[src/rtl/ghost_hit_ctrl_pkg.sv]
// ghost_hit_ctrl_pkg
// Shared game constants and small helpers for the ghost/Yoshi collision logic.
//   T_W      : sprite edge length in pixels (Yoshi and ghost are both square)
//   MAX_X/Y  : visible screen size; sets the coordinate width
//   TIME_MAX : ghost tick period; speed_offset must always stay below it
package ghost_hit_ctrl_pkg;

  localparam int T_W      = 16;
  localparam int MAX_X    = 640;
  localparam int MAX_Y    = 480;
  localparam int TIME_MAX = 4000000;

  localparam int COORD_W  = $clog2((MAX_X > MAX_Y) ? MAX_X : MAX_Y);
  localparam int SPEED_W  = 26;

  typedef logic [COORD_W-1:0] coord_t;
  typedef logic [SPEED_W-1:0] speed_t;

  // Saturating speed increment; the extra bit keeps the sum from wrapping
  // before it is compared against the cap.
  function automatic speed_t speed_step(input speed_t cur, input int step, input int cap);
    logic [SPEED_W:0] sum;
    sum = {1'b0, cur} + (SPEED_W+1)'(step);
    if (sum > (SPEED_W+1)'(cap))
      return SPEED_W'(cap);
    return sum[SPEED_W-1:0];
  endfunction

endpackage

[src/rtl/ghost_hit_ctrl_if.sv]
// ghost_hit_ctrl_if
// Bundle between the game world (positions, restart button) and the hit
// controller (lives, speed feedback, renderer strobes).
//   y_x, y_y       : Yoshi top-left position
//   g_c_x, g_c_y   : ghost top-left position
//   start          : level-sensitive restart request
//   speed_offset   : ghost tick-period reduction
//   lives          : remaining lives
//   hit            : one-cycle pulse per accepted collision
//   invuln         : high while hits are ignored
//   blink          : sprite-hide strobe for the Yoshi renderer
//   game_over      : high once all lives are gone
interface ghost_hit_ctrl_if;
  import ghost_hit_ctrl_pkg::*;

  coord_t     y_x;
  coord_t     y_y;
  coord_t     g_c_x;
  coord_t     g_c_y;
  logic       start;
  speed_t     speed_offset;
  logic [1:0] lives;
  logic       hit;
  logic       invuln;
  logic       blink;
  logic       game_over;

  // slave: the hit controller itself
  modport slave (
    input  y_x, y_y, g_c_x, g_c_y, start,
    output speed_offset, lives, hit, invuln, blink, game_over
  );

  // master: whatever drives positions and consumes the game status
  modport master (
    output y_x, y_y, g_c_x, g_c_y, start,
    input  speed_offset, lives, hit, invuln, blink, game_over
  );

endinterface

[src/rtl/ghost_hit_ctrl_box_overlap.sv]
// box_overlap
// Purely combinational axis-aligned overlap test of two T_W x T_W boxes.
//   ax, ay : top-left of box A
//   bx, by : top-left of box B
//   overlap: high when the boxes intersect on both axes
module box_overlap
  import ghost_hit_ctrl_pkg::*;
#(
  parameter int T_W = ghost_hit_ctrl_pkg::T_W
) (
  input  coord_t ax,
  input  coord_t ay,
  input  coord_t bx,
  input  coord_t by,
  output logic   overlap
);

  coord_t dx;
  coord_t dy;

  // Larger-minus-smaller keeps the distance unsigned with no wraparound.
  always_comb begin
    dx      = (ax >= bx) ? (ax - bx) : (bx - ax);
    dy      = (ay >= by) ? (ay - by) : (by - ay);
    overlap = (dx < COORD_W'(T_W)) && (dy < COORD_W'(T_W));
  end

endmodule

[src/rtl/ghost_hit_ctrl.sv]
// ghost_hit_ctrl
// Collision / lives / difficulty controller for the Yoshi vs. ghost game.
//   clk   : system clock, everything on the rising edge
//   reset : synchronous active-high reset
//   bus   : ghost_hit_ctrl_if.slave (positions and start in, status out)
// A registered overlap drives a four-state FSM (PLAY, HIT, INVULN, OVER).
// While playing, a level counter periodically raises speed_offset; each hit
// halves it and removes a life.
module ghost_hit_ctrl
  import ghost_hit_ctrl_pkg::*;
#(
  parameter int LIVES_INIT   = 3,
  parameter int INV_CYCLES   = 25000000,
  parameter int LEVEL_CYCLES = 250000000,
  parameter int SPEED_STEP   = 200000,
  parameter int SPEED_MAX    = 3000000,
  parameter int T_W          = ghost_hit_ctrl_pkg::T_W
) (
  input logic          clk,
  input logic          reset,
  ghost_hit_ctrl_if.slave bus
);

  localparam logic [1:0] PLAY   = 2'd0;
  localparam logic [1:0] HIT    = 2'd1;
  localparam logic [1:0] INVULN = 2'd2;
  localparam logic [1:0] OVER   = 2'd3;

  // The cap is clamped below the ghost tick period so the ghost never stalls.
  localparam int SPEED_CAP = (SPEED_MAX < TIME_MAX) ? SPEED_MAX : TIME_MAX - 1;

  localparam logic [24:0] INV_LAST   = 25'(INV_CYCLES - 1);
  localparam logic [27:0] LEVEL_LAST = 28'(LEVEL_CYCLES - 1);

  logic [1:0]  state;
  logic [1:0]  lives_q;
  speed_t      speed_q;
  logic [24:0] inv_cnt;
  logic [27:0] level_cnt;
  logic        overlap;
  logic        overlap_q;

  box_overlap #(.T_W(T_W)) u_box_overlap (
    .ax      (bus.y_x),
    .ay      (bus.y_y),
    .bx      (bus.g_c_x),
    .by      (bus.g_c_y),
    .overlap (overlap)
  );

  // Main state register. A hit in PLAY always wins over a level step in the
  // same cycle: the step is dropped and the level counter simply holds.
  always_ff @(posedge clk) begin
    if (reset) begin
      state     <= PLAY;
      lives_q   <= 2'(LIVES_INIT);
      speed_q   <= '0;
      inv_cnt   <= '0;
      level_cnt <= '0;
      overlap_q <= 1'b0;
    end else begin
      overlap_q <= overlap;
      case (state)
        PLAY: begin
          if (overlap_q) begin
            if (lives_q == 2'd1) begin
              state   <= OVER;
              lives_q <= 2'd0;
            end else begin
              state   <= HIT;
              lives_q <= lives_q - 2'd1;
              speed_q <= speed_q >> 1;
            end
          end else if (level_cnt == LEVEL_LAST) begin
            level_cnt <= '0;
            speed_q   <= speed_step(speed_q, SPEED_STEP, SPEED_CAP);
          end else begin
            level_cnt <= level_cnt + 28'd1;
          end
        end
        HIT: begin
          state   <= INVULN;
          inv_cnt <= '0;
        end
        INVULN: begin
          if (inv_cnt == INV_LAST) begin
            state   <= PLAY;
            inv_cnt <= '0;
          end else begin
            inv_cnt <= inv_cnt + 25'd1;
          end
        end
        OVER: begin
          if (bus.start) begin
            state     <= PLAY;
            lives_q   <= 2'(LIVES_INIT);
            speed_q   <= '0;
            level_cnt <= '0;
            inv_cnt   <= '0;
          end
        end
        default: state <= PLAY;
      endcase
    end
  end

  // Outputs decode only registered state, so there is no input-to-output path.
  // The final hit never enters HIT, so its pulse is decoded from the PLAY cycle
  // that commits the move to OVER.
  always_comb begin
    bus.hit          = (state == HIT) ||
                       ((state == PLAY) && overlap_q && (lives_q == 2'd1));
    bus.invuln       = (state == HIT) || (state == INVULN);
    bus.blink        = bus.invuln && inv_cnt[22];
    bus.game_over    = (state == OVER);
    bus.lives        = lives_q;
    bus.speed_offset = speed_q;
  end

endmodule
[src/flat_wrapper.sv]
// flat-port wrapper written by rule: the top's interface ports become plain ports
module ghost_hit_ctrl_flat import ghost_hit_ctrl_pkg::*;
#(
  parameter int LIVES_INIT   = 3,
  parameter int INV_CYCLES   = 25000000,
  parameter int LEVEL_CYCLES = 250000000,
  parameter int SPEED_STEP   = 200000,
  parameter int SPEED_MAX    = 3000000,
  parameter int T_W          = ghost_hit_ctrl_pkg::T_W
)
  (clk, reset, bus_y_x, bus_y_y, bus_g_c_x, bus_g_c_y, bus_start, bus_speed_offset, bus_lives, bus_hit, bus_invuln, bus_blink, bus_game_over);
  ghost_hit_ctrl_if bus_i ();
  input logic clk;
  input logic reset;
  input wire logic [$bits(bus_i.y_x)-1:0] bus_y_x;
  input wire logic [$bits(bus_i.y_y)-1:0] bus_y_y;
  input wire logic [$bits(bus_i.g_c_x)-1:0] bus_g_c_x;
  input wire logic [$bits(bus_i.g_c_y)-1:0] bus_g_c_y;
  input wire logic [$bits(bus_i.start)-1:0] bus_start;
  output wire logic [$bits(bus_i.speed_offset)-1:0] bus_speed_offset;
  output wire logic [$bits(bus_i.lives)-1:0] bus_lives;
  output wire logic [$bits(bus_i.hit)-1:0] bus_hit;
  output wire logic [$bits(bus_i.invuln)-1:0] bus_invuln;
  output wire logic [$bits(bus_i.blink)-1:0] bus_blink;
  output wire logic [$bits(bus_i.game_over)-1:0] bus_game_over;
  assign bus_i.y_x = bus_y_x;
  assign bus_i.y_y = bus_y_y;
  assign bus_i.g_c_x = bus_g_c_x;
  assign bus_i.g_c_y = bus_g_c_y;
  assign bus_i.start = bus_start;
  assign bus_speed_offset = bus_i.speed_offset;
  assign bus_lives = bus_i.lives;
  assign bus_hit = bus_i.hit;
  assign bus_invuln = bus_i.invuln;
  assign bus_blink = bus_i.blink;
  assign bus_game_over = bus_i.game_over;
  ghost_hit_ctrl #(.LIVES_INIT(LIVES_INIT), .INV_CYCLES(INV_CYCLES), .LEVEL_CYCLES(LEVEL_CYCLES), .SPEED_STEP(SPEED_STEP), .SPEED_MAX(SPEED_MAX), .T_W(T_W)) u_core (.clk(clk), .reset(reset), .bus(bus_i));
endmodule
[config.mk]
export PLATFORM = sky130hd
export DESIGN_NAME = ghost_hit_ctrl_flat
export DESIGN_NICKNAME = d
export VERILOG_FILES = /design/src/rtl/ghost_hit_ctrl_pkg.sv /design/src/rtl/ghost_hit_ctrl_if.sv /design/src/rtl/ghost_hit_ctrl_box_overlap.sv /design/src/rtl/ghost_hit_ctrl.sv /design/src/flat_wrapper.sv
export SDC_FILE = /design/constraint.sdc
export NUM_CORES = 1
export LEC_CHECK = 0
export BUFFER_PORTS_ARGS = -buffer_cell sky130_fd_sc_hd__buf_2
export CAP_MARGIN = 5
export CORE_UTILIZATION = 55
export CTS_BUF_LIST = sky130_fd_sc_hd__clkbuf_2 sky130_fd_sc_hd__clkbuf_4 sky130_fd_sc_hd__clkbuf_8
export DETAILED_ROUTE_END_ITERATION = 12
export GPL_ROUTABILITY_DRIVEN = 1
export GPL_TIMING_DRIVEN = 0
export PLACE_DENSITY_LB_ADDON = 0.2
export SLEW_MARGIN = 10
export SYNTH_ARGS = -nofsm -noshare
export SYNTH_HDL_FRONTEND = slang
export SYNTH_HIERARCHICAL = 1
export SYNTH_SLANG_ARGS = --single-unit
[constraint.sdc]
create_clock -name clk -period 4.4 [get_ports clk]
set_input_delay 0.66 -clock clk [delete_from_list [all_inputs] [get_ports clk]]
set_output_delay 0.66 -clock clk [all_outputs]
set_load 0.02 [all_outputs]
==> flow_metrics.env, run 1 <==
export IMPL_vertical_die_dimension_microns=109
export IMPL_netlist_area_sq_um=6340
export IMPL_power_share_sequential_pct=34.4
export IMPL_clock_latency_late_sink_ps=380
export IMPL_setup_viol=0
export IMPL_globalRouteOverflowTotal=0
export IMPL_grt_setup_unrepaired="no"
export IMPL_worst_setup_path_start_kind="flip-flop"
export IMPL_grt_first_pass_wirelength_mm=27.0
export IMPL_die_w_microns=109
export IMPL_hold_viol=0
export IMPL_grt_util_met2_pct=49.3
export IMPL_leakagePower_nw=3.03
export IMPL_crit_path_frequent_cell="sky130_fd_sc_hd__o21ai_1"
export IMPL_max_clock_freq_ghz=0.303
export IMPL_fin_skew_ps=6.91
export IMPL_gr_max_usage_layer="met2"
export IMPL_cts_buffer_depth=2
export IMPL_worstPathMaxFanout=10
export IMPL_num_antenna_cells=0
export IMPL_ir_worst_vdd_mv=0.288
export IMPL_final_area_sq_um=7130
export IMPL_syn_mean_instance_area_sq_um=7.71
export IMPL_worst_setup_slack_post_dpl_ps=759
export IMPL_drt_iter0_drc=497
export IMPL_postSynthNetCount=914
export IMPL_dp_hpwl_mm=12.7
export IMPL_worst_path_dominant_cell_family="compound AO/OA/AOI/OAI gates"
export IMPL_gr_usage_met3_pct=5.75
export IMPL_drt_total_wl_mm=16.7
export IMPL_power_share_switching_pct=38.7
export IMPL_asyncSetResetFlopFracSynth_pct=0
export IMPL_numCtsBuffers=9
export IMPL_routed_via_density=6.10
export IMPL_powerDensity_nw_per_um2=332
export IMPL_final_antenna_net_count=0
export IMPL_setup_worst_path_class="reg -> reg"
export IMPL_cellInternalPower_mw=1.45
export IMPL_dieArea_sq_um=12000
export IMPL_drv_cap=0
export IMPL_switching_power_total_uw=915
export IMPL_cts_clk_slew_worst_paths_ps=90
export IMPL_worst_slack_ps=1100
export IMPL_number_of_design_rule_violations_left_after_detail_routing=0
export IMPL_drive_above_1_share_pct=14.0
export IMPL_reg2reg_slack_ps=1100
export IMPL_cts_root_buf="sky130_fd_sc_hd__clkbuf_8"
export IMPL_placementRows=38
export IMPL_synth_seq_area_share_pct=26.5
export IMPL_holdCritStartpoint="u_core/bus.speed_offset[0]"
export IMPL_floorplan_io_pins=75
export IMPL_worstPathArrival_ps=3560
export IMPL_worstPathCellList="ha_1 > o21ai_1 > a221oi_1 > xnor2_1 > nand4_1 > or4_1 > o21ai_1 > buf_2 > a41oi_1"
export IMPL_cts_num_sinks=84
export IMPL_synth_yosys_warnings=6
export IMPL_cts_hold_buffers=0
export IMPL_synth_cell_types=83
export IMPL_wl_per_cell_microns=15.8
export IMPL_layout_area_overhead_vs_synth_pct=12.4
export IMPL_power_share_combinational_pct=36.7
export IMPL_fin_setup_tns_ps=0
export IMPL_initial_core_util_pct=57.5
export IMPL_core_area_sq_um=11000
export IMPL_min_period_over_period_pct=75.1
export IMPL_detailroute_via_count=6421
export IMPL_outcome="complete, no violations"
export IMPL_final_max_slew_violation_count=0
export IMPL_max_slew_worst_pin_slew_ps=1070
export IMPL_cp_startpoint="u_core/bus.speed_offset[7]"
export IMPL_grt_pass1_vias=5864
export IMPL_critical_path_max_stage_delay_ps=560
export IMPL_layout_nets=998
export IMPL_pin_count_of_the_biggest_net_entering_global_routing=16
export IMPL_ys_seq_elements=84
export IMPL_timing_max_slew_rel_slack_pct=28.0
export IMPL_cp_required_ps=4660
export IMPL_cts_resized=0
export IMPL_number_of_iterations_in_the_first_detailed_routing_pass=6
export IMPL_placement_cell_area_sq_um=6890
export IMPL_synth_edff_count=0
export IMPL_portBuffers=73
export IMPL_fin_worst_hold_slack_ps=488
export IMPL_clock_power_share_pct=28.9
export IMPL_synth_cells=823
export IMPL_worst_setup_path_end_kind="flip-flop"
export IMPL_critPathBufInv=1
export IMPL_level_count_of_the_clock_h_tree=3
export IMPL_cts_setup_buffers=0
export IMPL_final_min_clock_period_ps=3300
export IMPL_critical_path_reg2reg_startpoint="u_core/bus.speed_offset[7]"
export IMPL_worst_path_max_delay_cell="sky130_fd_sc_hd__dfxtp_1"
export IMPL_cts_tree="yes"
export IMPL_grt_antenna_before_repair=0
export IMPL_gr_usage_all_layers_pct=28.5
export IMPL_yosys_most_used_dff="sky130_fd_sc_hd__dfxtp_1"
export IMPL_worst_hold_class="reg -> reg"
export IMPL_use_met1_pct=34.5
export IMPL_finalWeightedCongestion=0.951
cells in the final DEF (no fill, tap or decap), types with 4 or more instances in the layout:
cell type	synthesis	final
sky130_fd_sc_hd__nor2_1	100	100
sky130_fd_sc_hd__a21o_1	6	6
sky130_fd_sc_hd__and2_1	5	5
sky130_fd_sc_hd__and3_1	17	17
sky130_fd_sc_hd__xor2_1	30	30
sky130_fd_sc_hd__xnor2_1	25	25
sky130_fd_sc_hd__o21ai_0	23	23
sky130_fd_sc_hd__dfxtp_1	84	84
sky130_fd_sc_hd__buf_2	11	84
sky130_fd_sc_hd__nor3_1	18	18
sky130_fd_sc_hd__mux2i_1	5	5
sky130_fd_sc_hd__a21oi_1	42	42
sky130_fd_sc_hd__a22oi_1	9	9
sky130_fd_sc_hd__nand2b_1	7	7
sky130_fd_sc_hd__clkbuf_1	24	24
sky130_fd_sc_hd__inv_1	59	59
sky130_fd_sc_hd__or2_2	4	4
sky130_fd_sc_hd__o21ai_1	14	14
sky130_fd_sc_hd__o21a_1	5	5
sky130_fd_sc_hd__nor3b_1	4	4
sky130_fd_sc_hd__and4_1	5	5
sky130_fd_sc_hd__a221oi_1	4	4
sky130_fd_sc_hd__o211a_1	4	4
sky130_fd_sc_hd__nand3_1	31	31
sky130_fd_sc_hd__a32oi_1	10	10
sky130_fd_sc_hd__a31oi_1	9	9
sky130_fd_sc_hd__or4_1	4	4
sky130_fd_sc_hd__nand2_1	62	62
sky130_fd_sc_hd__nor4_1	15	15
sky130_fd_sc_hd__a31o_2	5	5
sky130_fd_sc_hd__ha_1	48	48
sky130_fd_sc_hd__nand4_1	19	19
sky130_fd_sc_hd__o21bai_1	5	5
sky130_fd_sc_hd__o211ai_1	5	5
sky130_fd_sc_hd__clkbuf_8	0	9
sky130_fd_sc_hd__nor2b_1	17	17
sky130_fd_sc_hd__a211oi_1	17	17
flip-flops by register name, summed over array words and instances (netlist names):
| signal | cells |
|---|---|
| u_core/state | 2 |
| u_core/bus.lives | 2 |
| u_core/level_cnt | 28 |
| u_core/bus.speed_offset | 26 |
| u_core/inv_cnt | 25 |
| u_core/overlap_q | 1 |
logic make-up after synthesis:
kind of cell | Yosys count | share of synthesized area, %
compound gates | 199 | 22.2
xor+xnor | 55 | 7.59
fa+ha+maj | 48 | 9.47
buf+inv | 98 | 6.25
flops | 84 | 26.5
mux | 7 | 1.20
simple gates | 332 | 26.7
cells in the mapped netlist, types with 6 or more instances:
master / count / area share [%]
sky130_fd_sc_hd__o21ai_1: 14 / 1.1
sky130_fd_sc_hd__and3_1: 17 / 1.7
sky130_fd_sc_hd__o21ai_0: 23 / 1.8
sky130_fd_sc_hd__a21oi_1: 42 / 3.3
sky130_fd_sc_hd__a32oi_1: 10 / 1.4
sky130_fd_sc_hd__nand4_1: 19 / 1.9
sky130_fd_sc_hd__nand2_1: 62 / 3.7
sky130_fd_sc_hd__a22oi_1: 9 / 1.1
sky130_fd_sc_hd__buf_2: 11 / 0.87
sky130_fd_sc_hd__nor4_1: 15 / 1.5
sky130_fd_sc_hd__a21o_1: 6 / 0.71
sky130_fd_sc_hd__nand3_1: 31 / 2.4
sky130_fd_sc_hd__ha_1: 48 / 9.5
sky130_fd_sc_hd__inv_1: 59 / 3.5
sky130_fd_sc_hd__a31oi_1: 9 / 0.89
sky130_fd_sc_hd__nand2b_1: 7 / 0.69
sky130_fd_sc_hd__nor2b_1: 17 / 1.7
sky130_fd_sc_hd__dfxtp_1: 84 / 27
sky130_fd_sc_hd__xor2_1: 30 / 4.1
sky130_fd_sc_hd__nor3_1: 18 / 1.4
sky130_fd_sc_hd__a211oi_1: 17 / 2.0
sky130_fd_sc_hd__nor2_1: 100 / 5.9
sky130_fd_sc_hd__xnor2_1: 25 / 3.5
sky130_fd_sc_hd__clkbuf_1: 24 / 1.4
worst reg2reg max path, stage by stage, from the launching register on:
cell and delay [ps]:
sky130_fd_sc_hd__dfxtp_1 560, sky130_fd_sc_hd__ha_1 360, sky130_fd_sc_hd__o21ai_1 200, sky130_fd_sc_hd__a221oi_1 350, sky130_fd_sc_hd__xnor2_1 260, sky130_fd_sc_hd__nand4_1 140
sky130_fd_sc_hd__or4_1 530, sky130_fd_sc_hd__o21ai_1 280, sky130_fd_sc_hd__buf_2 340, sky130_fd_sc_hd__a41oi_1 150
metal layers:
| layer | routed length (microns) | vias to the layer above |
|---|---|---|
| met3 | 1150 | 34 |
| met1 | 7060 | 3021 |
| met4 | 363 | 0 |
| met2 | 8080 | 237 |
| li1 | - | 3129 |
| met5 | 0 | - |
worst paths after layout:
| check | cells past startpoint | end |
|---|---|---|
| worst max-delay path | 9 | u_core/bus.speed_offset[7] |
| worst min-delay path | 2 | u_core/bus.speed_offset[0] |
| worst min register to register | 2 | u_core/bus.speed_offset[0] |
| worst max register to register | 9 | u_core/bus.speed_offset[7] |
power by group through the flow:
| stage | sequential, mW | combinational [mW] | clock (mW) |
|---|---|---|---|
| 6_report | 0.813 | 0.869 | 0.685 |
| 5_1_grt | 0.816 | 0.959 | 0.722 |
| 4_1_cts | 0.813 | 0.856 | 0.700 |
| 3_5_place_dp | 0.831 | 0.847 | 0 |
| 3_3_place_gp | 0.828 | 0.826 | 0 |
| 2_1_floorplan | 0.832 | 0.620 | 0 |
cell type report:
class | instances | area [sq um]
clock inverters | 7 | 124
clock buffers | 9 | 124
fillers | 972 | 3900
plain buffers | 39 | 175
flip-flops and latches | 84 | 1680
inverters | 59 | 221
multi-input cells | 641 | 4270
well taps | 140 | 175
repair buffers | 73 | 365
metrics by stage:
step | cells | power [mW] | util (%)
2_1_floorplan | 823 | 1.45 | -
4_1_cts | 1052 | 2.37 | 64.7
5_1_grt | 1052 | 2.50 | 64.7
3_5_place_dp | 1036 | 1.68 | 62.4
3_3_place_gp | 1036 | 1.65 | 62.4
6_report | 1052 | 2.37 | 64.7
(Power assumes the default switching activity.)
==> run 2, diff against run 1 <==
==> constraint.sdc (replaced) <==
create_clock -name clk -period 3.1 [get_ports clk]
set_input_delay 0.465 -clock clk [delete_from_list [all_inputs] [get_ports clk]]
set_output_delay 0.465 -clock clk [all_outputs]
set_load 0.02 [all_outputs]
==> flow_metrics.env, run 2 (synthesis results as in run 1) <==
export IMPL_gr_usage_all_layers_pct=28.5
export IMPL_power_share_sequential_pct=34.3
export IMPL_grt_antenna_before_repair=0
export IMPL_pin_count_of_the_biggest_net_entering_global_routing=16
export IMPL_dp_hpwl_mm=12.7
export IMPL_initial_core_util_pct=57.5
export IMPL_dieArea_sq_um=12000
export IMPL_level_count_of_the_clock_h_tree=3
export IMPL_final_max_slew_violation_count=0
export IMPL_max_clock_freq_ghz=0.333
export IMPL_timing_max_slew_rel_slack_pct=28.3
export IMPL_cts_num_sinks=84
export IMPL_hold_viol=0
export IMPL_cts_hold_buffers=0
export IMPL_vertical_die_dimension_microns=109
export IMPL_drt_iter0_drc=573
export IMPL_layout_commonest_cell="sky130_fd_sc_hd__nor2_1"
export IMPL_cts_tree="yes"
export IMPL_layout_area_overhead_vs_synth_pct=13.6
export IMPL_fin_setup_tns_ps=0
export IMPL_worst_hold_class="reg -> reg"
export IMPL_regMostFlops="u_core/level_cnt"
export IMPL_power_share_switching_pct=38.5
export IMPL_power_share_combinational_pct=37.0
export IMPL_cts_clk_slew_worst_paths_ps=90
export IMPL_cts_buffer_depth=2
export IMPL_placement_cell_area_sq_um=6890
export IMPL_cts_root_buf="sky130_fd_sc_hd__clkbuf_8"
export IMPL_powerDensity_nw_per_um2=467
export IMPL_placementRows=38
export IMPL_setup_worst_path_class="reg -> reg"
export IMPL_portBuffers=73
export IMPL_floorplan_io_pins=75
export IMPL_switching_power_total_mw=1.30
export IMPL_layout_nets=1002
export IMPL_outcome="complete, no violations"
export IMPL_clock_latency_late_sink_ps=380
export IMPL_num_antenna_cells=0
export IMPL_ir_worst_vdd_mv=0.407
export IMPL_finalWeightedCongestion=0.951
export IMPL_worstPathMaxFanout=10
export IMPL_fin_skew_ps=8.51
export IMPL_routed_via_density=6.10
export IMPL_cp_required_ps=3410
export IMPL_final_min_clock_period_ps=3000
export IMPL_wl_per_cell_microns=15.8
export IMPL_core_area_sq_um=11000
export IMPL_drt_total_wl_mm=16.7
export IMPL_largest_register_ffs=28
export IMPL_setup_viol=0
export IMPL_numCtsBuffers=9
export IMPL_drive_above_1_share_pct=15.4
export IMPL_number_of_design_rule_violations_left_after_detail_routing=0
export IMPL_final_area_sq_um=7210
export IMPL_final_antenna_net_count=0
export IMPL_die_w_microns=109
export IMPL_worst_setup_path_end_kind="flip-flop"
export IMPL_clock_power_share_pct=28.8
export IMPL_cellInternalPower_mw=2.07
export IMPL_min_period_over_period_pct=96.9
export IMPL_worst_setup_path_start_kind="flip-flop"
export IMPL_grt_pass1_vias=5869
export IMPL_max_slew_worst_pin_slew_ps=1070
export IMPL_globalRouteOverflowTotal=0
export IMPL_layout_cells_most_common_list="99 x sky130_fd_sc_hd__nor2_1, 83 x sky130_fd_sc_hd__buf_2, 83 x sky130_fd_sc_hd__dfxtp_1"
export IMPL_grt_first_pass_wirelength_mm=27.0
export IMPL_number_of_iterations_in_the_first_detailed_routing_pass=5
export IMPL_leakagePower_nw=3.06
export IMPL_detailroute_via_count=6443
export IMPL_drv_cap=0
export IMPL_worstPathArrival_ps=3320
## run 2: worst max-delay path: stages (launching register included)
cell and delay, ps:
sky130_fd_sc_hd__dfxtp_2 390, sky130_fd_sc_hd__ha_1 290, sky130_fd_sc_hd__o21a_1 270, sky130_fd_sc_hd__or4_1 430, sky130_fd_sc_hd__a211oi_2 310, sky130_fd_sc_hd__o211ai_1 120, sky130_fd_sc_hd__or4_1 470, sky130_fd_sc_hd__o32a_1 470
sky130_fd_sc_hd__o21ai_1 180
## run 2: through the flow
stage	total power, mW	util, %	cells	hold WS [ps]	setup slack, ps
finish	3.37	65.3	1056	488	95.5
global route	3.56	65.3	1056	518	-39.2
CTS	3.36	64.7	1052	485	32.8
detailed placement	2.38	62.4	1036	484	-346
global placement	2.35	62.4	1036	459	-383
floorplan	2.06	-	823	461	46.2
## run 2: layer usage
| metal | vias to the layer above | GRT usage, % | share of wire (%) |
|---|---|---|---|
| met4 | 0 | 11.0 | 2.2 |
| met3 | 37 | 5.75 | 6.7 |
| met1 | 3031 | 34.6 | 42 |
| met2 | 235 | 49.4 | 49 |
| li1 | 3140 | - | - |
| met5 | - | 0 | 0 |
## run 2: worst paths after layout
check        slack [ps]  depth (start not counted)                    endpoint                       start
max                 100                          8  u_core/bus.speed_offset[5]  u_core/bus.speed_offset[7]
min                 490                          2  u_core/bus.speed_offset[0]  u_core/bus.speed_offset[0]
min reg2reg         490                          2  u_core/bus.speed_offset[0]  u_core/bus.speed_offset[0]
max reg2reg         100                          8  u_core/bus.speed_offset[5]  u_core/bus.speed_offset[7]
## run 2: power by group through the flow
stage          Sequential [mW]  Combinational (mW)  Clock (mW)
6_report                  1.15                1.24       0.968
5_1_grt                   1.16                1.38        1.03
3_3_place_gp              1.17                1.17           0
2_1_floorplan             1.18               0.880           0
3_5_place_dp              1.18                1.20           0
4_1_cts                   1.15                1.21       0.993
## run 2: area by class of cell
| class | instances | area, sq um |
|---|---|---|
| clock buffers | 9 | 124 |
| flip-flops and latches | 84 | 1680 |
| inverters | 59 | 221 |
| fillers | 967 | 3820 |
| repair buffers | 77 | 395 |
| well taps | 140 | 175 |
| plain buffers | 39 | 178 |
| clock inverters | 7 | 124 |
| multi-input cells | 641 | 4310 |
## run 2: what timing repair did
| item | CTS | global route |
|---|---|---|
| pin swaps | 0 | 3 |
| endpoints found under the setup margin | 10 | 28 |
| gates resized for setup | 3 | 8 |
| buffers inserted | 0 | 4 |
==> run 3, diff against run 2 <==
--- a/config.mk
+++ b/config.mk
@@ -11,9 +11,8 @@
 export CTS_BUF_LIST = sky130_fd_sc_hd__clkbuf_2 sky130_fd_sc_hd__clkbuf_4 sky130_fd_sc_hd__clkbuf_8
 export DETAILED_ROUTE_END_ITERATION = 12
 export GPL_ROUTABILITY_DRIVEN = 1
-export GPL_TIMING_DRIVEN = 0
 export PLACE_DENSITY_LB_ADDON = 0.2
-export SLEW_MARGIN = 10
+export SLEW_MARGIN = 25
 export SYNTH_ARGS = -nofsm -noshare
 export SYNTH_HDL_FRONTEND = slang
 export SYNTH_HIERARCHICAL = 1
==> constraint.sdc (replaced) <==
create_clock -name clk -period 2.4 [get_ports clk]
set_input_delay 0.36 -clock clk [delete_from_list [all_inputs] [get_ports clk]]
set_output_delay 0.36 -clock clk [all_outputs]
set_load 0.02 [all_outputs]
==> flow_metrics.env, run 3 (synthesis results as in run 1) <==
export IMPL_leakagePower_nw=3.89
export IMPL_cts_clk_slew_worst_paths_ps=90
export IMPL_layout_cells_most_common_list="161 x sky130_fd_sc_hd__buf_4, 97 x sky130_fd_sc_hd__nor2_1, 76 x sky130_fd_sc_hd__dfxtp_1"
export IMPL_setup_viol=23
export IMPL_reg2reg_slack_ps=-190
export IMPL_numCtsBuffers=9
export IMPL_grt_setup_unrepaired="yes"
export IMPL_max_clock_freq_ghz=0.386
export IMPL_drt_total_wl_mm=19.4
export IMPL_fin_skew_ps=13.0
export IMPL_initial_core_util_pct=57.5
export IMPL_cts_buffer_depth=2
export IMPL_setup_worst_path_class="reg -> reg"
export IMPL_worst_setup_path_start_kind="flip-flop"
export IMPL_r2r_cells=8
export IMPL_globalRouteOverflowTotal=0
export IMPL_final_max_slew_violation_count=0
export IMPL_number_of_iterations_in_the_first_detailed_routing_pass=5
export IMPL_final_antenna_net_count=0
export IMPL_critical_path_reg2reg_startpoint="u_core/bus.speed_offset[10]"
export IMPL_outcome="finished, violations left"
export IMPL_hold_path_depth=2
export IMPL_timing_max_slew_rel_slack_pct=25.7
export IMPL_powerDensity_nw_per_um2=553
export IMPL_core_area_sq_um=11000
export IMPL_cts_tree="yes"
export IMPL_cp_required_ps=2700
export IMPL_numPlacedInstances=1157
export IMPL_layout_nets=1125
export IMPL_cts_hold_buffers=0
export IMPL_detailroute_via_count=7111
export IMPL_max_slew_worst_pin_slew_ps=1110
export IMPL_final_min_clock_period_ps=2590
export IMPL_reg2reg_to="u_core/bus.speed_offset[4]"
export IMPL_drt_iter0_drc=581
export IMPL_num_antenna_cells=0
export IMPL_cts_root_buf="sky130_fd_sc_hd__clkbuf_8"
export IMPL_hold_viol=0
export IMPL_worstPathArrival_ps=2890
export IMPL_min_period_over_period_pct=108
export IMPL_grt_pass1_vias=6781
export IMPL_worstPathMaxFanout=6
export IMPL_floorplan_io_pins=75
export IMPL_largest_register_ffs=28
export IMPL_wl_per_cell_microns=16.4
export IMPL_vertical_die_dimension_microns=109
export IMPL_worst_hold_path_endpoint="u_core/state[0]"
export IMPL_die_w_microns=109
export IMPL_worst_setup_path_end_kind="flip-flop"
export IMPL_ir_worst_vdd_mv=0.419
export IMPL_routed_via_density=6.03
export IMPL_grt_first_pass_wirelength_mm=30.2
export IMPL_post_layout_total_power_mw=4.85
export IMPL_pin_count_of_the_biggest_net_entering_global_routing=25
export IMPL_clock_latency_late_sink_ps=380
export IMPL_dieArea_sq_um=12000
export IMPL_gr_usage_all_layers_pct=31.6
export IMPL_cts_num_sinks=84
export IMPL_violations="setup timing"
export IMPL_layout_cells_non_filler=1179
export IMPL_finalWeightedCongestion=0.987
export IMPL_dp_hpwl_mm=14.3
export IMPL_regMostFlops="u_core/level_cnt"
export IMPL_drive_above_1_share_pct=34.7
export IMPL_worst_hold_class="in -> reg"
export IMPL_number_of_design_rule_violations_left_after_detail_routing=0
export IMPL_portBuffers=74
export IMPL_level_count_of_the_clock_h_tree=3
export IMPL_placementRows=38
export IMPL_worst_slack_ps=-187
export IMPL_layout_commonest_cell="sky130_fd_sc_hd__buf_4"
export IMPL_holdCritStartpoint="reset"
export IMPL_layout_area_overhead_vs_synth_pct=38.1
export IMPL_drv_cap=0
export IMPL_grt_antenna_before_repair=0
## run 3: where the power goes
| part | internal, mW | switching [mW] | total, mW | leakage (nW) |
|---|---|---|---|---|
| Clock | 0.794 | 0.540 | 1.33 | 0.133 |
| Combinational | 0.811 | 1.21 | 2.03 | 3.07 |
| Sequential | 1.44 | 0.0441 | 1.49 | 0.682 |
| Total | 3.05 | 1.80 | 4.85 | 3.89 |
## run 3: worst max-delay path by stage
stage	startpoint	endpoint	slack [ps]	depth (start not counted)
2_1_floorplan	bus_y_y[5]	u_core/overlap_q	-200	12
4_1_cts	u_core/bus.speed_offset[7]	u_core/bus.speed_offset[0]	-190	8
3_5_place_dp	bus_y_y[3]	u_core/overlap_q	-580	13
6_report	u_core/bus.speed_offset[10]	u_core/bus.speed_offset[4]	-190	8
3_3_place_gp	bus_y_y[6]	u_core/overlap_q	-380	12
5_1_grt	u_core/bus.speed_offset[6]	u_core/bus.speed_offset[4]	-240	8
## run 3: stage by stage
step / area [sq um] / TNS (ps) / worst slack [ps] / utilization (%) / hold WS, ps
4_1_cts: 8510 / -2020 / -188 / 77.1 / 382
3_5_place_dp: 8160 / -3370 / -584 / 74.0 / 483
2_1_floorplan: 6600 / -1110 / -196 / - / 461
6_report: 8760 / -2580 / -187 / 79.5 / 395
5_1_grt: 8760 / -4120 / -240 / 79.5 / 383
3_3_place_gp: 8160 / -2990 / -382 / 74.0 / 474
## run 3: cell type report
cell class | instances | area, sq um
Tap cell | 140 | 175
Timing Repair Buffer | 239 | 1680
Inverter | 59 | 231
Fill cell | 770 | 2270
Multi-Input combinational cell | 641 | 4720
Clock buffer | 9 | 124
Sequential cell | 84 | 1690
Clock inverter | 7 | 139
## run 3: worst max-delay path: stages (launching register included)
cell and delay (ps):
sky130_fd_sc_hd__dfxtp_4 360, sky130_fd_sc_hd__buf_4 150, sky130_fd_sc_hd__a211o_1 300, sky130_fd_sc_hd__nor2_1 330, sky130_fd_sc_hd__o31a_1 290, sky130_fd_sc_hd__o211ai_1 120
sky130_fd_sc_hd__or4_4 450, sky130_fd_sc_hd__o32a_4 370, sky130_fd_sc_hd__o21ai_1 140
## run 3: routing by layer
metal / GRT usage, % / routed length, microns / up-vias
li1: - / - / 3382
met1: 37.0 / 7930 / 3387
met2: 56.1 / 9680 / 287
met3: 6.58 / 1200 / 55
met4: 12.7 / 577 / 0
met5: 0 / 0 / -
## run 3: timing repair
action,in CTS,in global routing
gates resized for setup,19,44
pin swaps,4,18
setup endpoints to repair,25,32
buffers inserted,0,6
